--- config.mk ---
export PLATFORM = sky130hd
export DESIGN_NAME = sdram_arbiter
export DESIGN_NICKNAME = d
export VERILOG_FILES = /design/src/rtl/sdram_arb_pkg.sv /design/src/rtl/sdram_refresh_timer.sv /design/src/rtl/sdram_arbiter.sv
export SDC_FILE = /design/constraint.sdc
export NUM_CORES = 1
export LEC_CHECK = 0
export CORE_AREA = 2 2 81 114
export DETAILED_ROUTE_END_ITERATION = 12
export DIE_AREA = 0 0 83 116
export GPL_ROUTABILITY_DRIVEN = 0
export GPL_TIMING_DRIVEN = 0
export PLACE_DENSITY = 0.92
export SLEW_MARGIN = 20
export SYNTH_ARGS = -nofsm -noshare
export SYNTH_HDL_FRONTEND = slang
export SYNTH_SLANG_ARGS = --single-unit
--- constraint.sdc ---
create_clock -name clock -period 3.5 [get_ports clock]
set_input_delay 0.7 -clock clock [delete_from_list [all_inputs] [get_ports clock]]
set_output_delay 0.7 -clock clock [all_outputs]
set_load 0.02 [all_outputs]
--- src/rtl/sdram_arb_pkg.sv ---
// Shared types and constants for the SDRAM arbiter slice.
// State encoding, refresh interval default and port indices.
package sdram_arb_pkg;

  typedef enum logic [1:0] {
    IDLE    = 2'd0,
    ACCESS  = 2'd1,
    REFRESH = 2'd2
  } state_t;

  localparam int REFRESH_CYCLES_DEF = 780;

  localparam logic PORT0 = 1'b0;
  localparam logic PORT1 = 1'b1;

endpackage

--- src/rtl/sdram_refresh_timer.sv ---
// Free-running refresh down-counter with pending and sticky-miss flags.
// Ports: i_clk, i_rst (sync, active-high), i_clr (refresh served),
//        o_pending (refresh owed), o_miss (deadline missed, sticky).
module sdram_refresh_timer
  import sdram_arb_pkg::*;
#(
  parameter int REFRESH_CYCLES = REFRESH_CYCLES_DEF
) (
  input  logic i_clk,
  input  logic i_rst,
  input  logic i_clr,
  output logic o_pending,
  output logic o_miss
);

  localparam int CW =
    (REFRESH_CYCLES > 1) ? $clog2(REFRESH_CYCLES) : 1;
  localparam logic [CW-1:0] RELOAD = CW'(REFRESH_CYCLES - 1);

  logic [CW-1:0] r_cnt;
  logic          w_expire;

  assign w_expire = (r_cnt == '0);

  always_ff @(posedge i_clk) begin
    if (i_rst) begin
      r_cnt     <= RELOAD;
      o_pending <= 1'b0;
      o_miss    <= 1'b0;
    end else begin
      r_cnt <= w_expire ? RELOAD : r_cnt - 1'b1;
      // a new expiry outranks a same-cycle service
      if (w_expire)
        o_pending <= 1'b1;
      else if (i_clr)
        o_pending <= 1'b0;
      if (w_expire && o_pending)
        o_miss <= 1'b1;
    end
  end

endmodule

--- src/rtl/sdram_arbiter.sv ---
// Two-port SDRAM access arbiter with periodic auto-refresh scheduling.
// Ports: clock/reset (sync, active-high); req/we/addr/dataW/ack per
//   requester; dataR shared read data; mem* downstream handshake;
//   busy (not IDLE); refreshMiss (sticky).
// Build option: SDRAM_ARB_FIXED_PRIO_EN gives port 0 fixed priority
//   instead of round-robin.
module sdram_arbiter
  import sdram_arb_pkg::*;
#(
  parameter int AW             = 24,
  parameter int DW             = 16,
  parameter int REFRESH_CYCLES = REFRESH_CYCLES_DEF
) (
  input  logic          clock,
  input  logic          reset,
  input  logic          req0,
  input  logic          we0,
  input  logic [AW-1:0] addr0,
  input  logic [DW-1:0] dataW0,
  output logic          ack0,
  input  logic          req1,
  input  logic          we1,
  input  logic [AW-1:0] addr1,
  input  logic [DW-1:0] dataW1,
  output logic          ack1,
  output logic [DW-1:0] dataR,
  output logic          memReq,
  output logic          memWe,
  output logic [AW-1:0] memAddr,
  output logic [DW-1:0] memDataW,
  output logic          memRefresh,
  input  logic          memAck,
  input  logic [DW-1:0] memDataR,
  output logic          busy,
  output logic          refreshMiss
);

  state_t r_state;
  logic   r_gnt;
  logic   w_pick;
  logic   w_ref_pend;
  logic   w_ref_clr;

  assign w_ref_clr = (r_state == REFRESH) && memAck;

  sdram_refresh_timer #(
    .REFRESH_CYCLES(REFRESH_CYCLES)
  ) u_timer (
    .i_clk    (clock),
    .i_rst    (reset),
    .i_clr    (w_ref_clr),
    .o_pending(w_ref_pend),
    .o_miss   (refreshMiss)
  );

`ifdef SDRAM_ARB_FIXED_PRIO_EN
  assign w_pick = req0 ? PORT0 : PORT1;
`else
  logic r_last;
  // on contention favour the port that was not served last
  assign w_pick = (req0 && req1) ? ~r_last
                : (req0 ? PORT0 : PORT1);
`endif

  always_ff @(posedge clock) begin
    if (reset) begin
      r_state    <= IDLE;
      r_gnt      <= PORT0;
      memReq     <= 1'b0;
      memRefresh <= 1'b0;
      memWe      <= 1'b0;
      memAddr    <= '0;
      memDataW   <= '0;
      dataR      <= '0;
      ack0       <= 1'b0;
      ack1       <= 1'b0;
      busy       <= 1'b0;
`ifndef SDRAM_ARB_FIXED_PRIO_EN
      r_last     <= PORT1;
`endif
    end else begin
      ack0 <= 1'b0;
      ack1 <= 1'b0;
      unique case (r_state)
        IDLE: begin
          if (w_ref_pend) begin
            r_state    <= REFRESH;
            memRefresh <= 1'b1;
            busy       <= 1'b1;
          end else if (req0 || req1) begin
            r_state  <= ACCESS;
            r_gnt    <= w_pick;
            memReq   <= 1'b1;
            busy     <= 1'b1;
            memWe    <= w_pick ? we1 : we0;
            memAddr  <= w_pick ? addr1 : addr0;
            memDataW <= w_pick ? dataW1 : dataW0;
          end
        end
        ACCESS: begin
          if (memAck) begin
            r_state <= IDLE;
            memReq  <= 1'b0;
            busy    <= 1'b0;
            dataR   <= memDataR;
            ack0    <= (r_gnt == PORT0);
            ack1    <= (r_gnt == PORT1);
`ifndef SDRAM_ARB_FIXED_PRIO_EN
            r_last  <= r_gnt;
`endif
          end
        end
        REFRESH: begin
          if (memAck) begin
            r_state    <= IDLE;
            memRefresh <= 1'b0;
            busy       <= 1'b0;
          end
        end
        default: r_state <= IDLE;
      endcase
    end
  end

endmodule

==> out/results.ini <==
[detailed_routing]
drc=0
wirelength_um=11200
wl_per_cell_um=16.6
vias=3805
ant_nets=0
drt_iter0_markers=283
firstDrtPassIters=5
avgViaCountPerCell=5.63

[worst_setup_path]
cp-startpoint=req1
crit_fanout=10
crit_path_end_kind=flop
start_kind=primary input
path_class=in -> reg
crit_arrival_ns=2.48
rr_startpoint=r_state[0]$_SDFFE_PP0P_
cp.required_ns=3.75

[clock_tree]
cts_made_buffers=9
htreeDepth=3
root_buffer=clkbuf_16
cts-hold-fix-buffers=0
clkTransAtPathRegs_ns=0.06
cts_setup_buffers=0
cts_sinks=78
insertion_delay_ns=0.34
cts_resized=0
tritoncts=yes
clockBufferDepth=2

[placement]
hpwl_um=8490
numPortBuffers=164

[layout]
finish.utilization_pct=68.7
fin_nets=675
n_antenna_cell=0
area_delta_synth_final_pct=54.8
drive_above_1_share_pct=12.1

[grt]
grt_pass1_vias=3853
grt_max_degree=15
grt.met3_usage_pct=6.13
globalRouteTotalUtil_pct=22.2
use_met1_pct=23.6
busiest_layer=met2
grt_pass1_wl_um=17600
overflow=0
use_met2_pct=40.6
antenna_found_initial=0

[timing]
finalHoldViolations=0
grt_setup_unrepaired=false
finalCritPeriodShare_pct=63.7
final.setup.tns_ns=0
fin_worst_skew_ns=0.0102
maxSlewViolCount=0
fmax_ghz=0.448
relSlewSlack_pct=39.7
setup_violations=0
max_slew.worst_pin.slew_ns=0.896
period_minus_slack_ns=2.23

[die]
dieHeight_um=116
start_util_pct=44.4
die_x_um=83
floorplan.rows=40
die_area_um2=9630
num_io_pins=166
fp.coreArea_um2=8560

[power]
peakVddDrop_mv=0.368
p_leak_nw=2.05
power.density_nw_per_um2=445
power_mw=2.62

[logic_synthesis]
synth_edf_count=0
netlist_area_um2=3800
async_reset_ff_share_pct=0
yosysWarnings=0
synth_seq_area_share_pct=41.1
synth.distinct_cells=46
ys_ff_latch=78
syn_nets=500
syn_inst=391
syn_avg_cell_area_um2=9.72
synth-main-ff-cell=dfxtp_1

[run_status]
outcome=complete, no violations

[hold_path]
hp-start=u_timer.r_cnt[0]$_SDFF_PP1_
hold_class=reg -> reg

[flow_run]
drv_cap=0

routing by layer:
layer | routed length [um] | share of wire, %
met5 | 0 | 0
met3 | 759 | 6.8
met1 | 4170 | 37
met2 | 5890 | 53
met4 | 385 | 3.4
cell usage in the layout, fill, tap and decap left out, types with 4 or more instances in the layout:
master / n
clkdlybuf4s50_1: 164
dfxtp_1: 78
a21oi_1: 53
nand3b_1: 43
o21ai_0: 39
a311oi_2: 38
clkbuf_1: 31
a22o_1: 16
inv_1: 9
nor2_1: 9
clkbuf_16: 9
o21ai_1: 7
nand2_1: 6
buf_6: 6
ha_1: 6
nor3_1: 4
clkinvlp_4: 4
state kept, by name, summed over array words and instances (netlist names):
register / flops
ack0: 1
u_timer.o_pending: 1
r_gnt: 1
memDataW: 16
r_state: 2
ack1: 1
busy: 1
u_timer.o_miss: 1
u_timer.r_cnt: 10
memAddr: 24
memWe: 1
r_last: 1
memRefresh: 1
memReq: 1
dataR: 16
cells by family after synthesis:
logic type | count (synthesis) | share of synthesized area [%]
compound gates | 172 | 36.0
simple gates | 82 | 14.1
fa+ha+maj | 6 | 1.98
buf+inv | 51 | 6.35
xor+xnor | 2 | 0.461
flops | 78 | 41.1
layout make-up:
cell class	count	area [um2]
plain buffers	42	208
clock buffers	10	239
clock inverters	6	68.8
fillers	652	2680
inverters	9	33.8
multi-input cells	262	2000
flip-flops and latches	78	1560
well taps	105	131
repair buffers	164	1640
power breakdown:
group	internal [mW]	total [mW]	switching, mW
Clock	0.574	0.953	0.379
Combinational	0.339	0.657	0.318
Sequential	0.962	1.01	0.0464
final timing paths:
| path | to | slack (ns) | cells after the start |
|---|---|---|---|
| min | u_timer.r_cnt[0]$_SDFF_PP1_ | 0.45 | 1 |
| min reg2reg | u_timer.r_cnt[0]$_SDFF_PP1_ | 0.45 | 1 |
| max | memAddr[7]$_SDFFE_PP0P_ | 1.27 | 6 |
| max reg2reg | memDataW[10]$_SDFFE_PP0P_ | 1.53 | 7 |
through the flow:
stage,instance area [um2],instances,worst slack [ns],hold slack [ns]
after floorplan,3800,391,1.70,0.406
after global placement,5570,660,0.969,0.434
after detailed placement,5570,660,0.925,0.435
after CTS,5880,676,1.25,0.456
after global routing,5880,676,1.12,0.484
final,5880,676,1.27,0.454
critical path, cell delays in order:
cell             delay, ns
clkdlybuf4s50_1       0.53
and2b_1               0.16
clkbuf_2              0.20
clkbuf_1              0.34
o21ai_0               0.23
a311oi_2              0.31
cells in the mapped netlist (2+ instances only):
| master | number | area share (%) |
|---|---|---|
| nor2_1 | 9 | 0.89 |
| a22o_1 | 16 | 3.7 |
| buf_6 | 6 | 1.8 |
| nor2b_1 | 3 | 0.49 |
| ha_1 | 6 | 2.0 |
| dfxtp_1 | 78 | 41 |
| nor4b_1 | 2 | 0.46 |
| o21ai_0 | 39 | 5.1 |
| nor3_1 | 4 | 0.53 |
| buf_2 | 3 | 0.40 |
| a21oi_1 | 53 | 7.0 |
| a31oi_1 | 2 | 0.33 |
| a311oi_2 | 38 | 15 |
| o21bai_1 | 2 | 0.40 |
| o31ai_1 | 2 | 0.40 |
| clkbuf_1 | 31 | 3.1 |
| nand2b_1 | 2 | 0.33 |
| a311oi_1 | 3 | 0.69 |
| nand2_1 | 6 | 0.59 |
| o21ai_1 | 7 | 0.92 |
| xnor2_1 | 2 | 0.46 |
| nor4_1 | 2 | 0.33 |
| nand3_1 | 2 | 0.26 |
| inv_1 | 9 | 0.89 |
| nand3b_1 | 43 | 8.5 |
No activity file was read; power rests on OpenSTA's default activity.
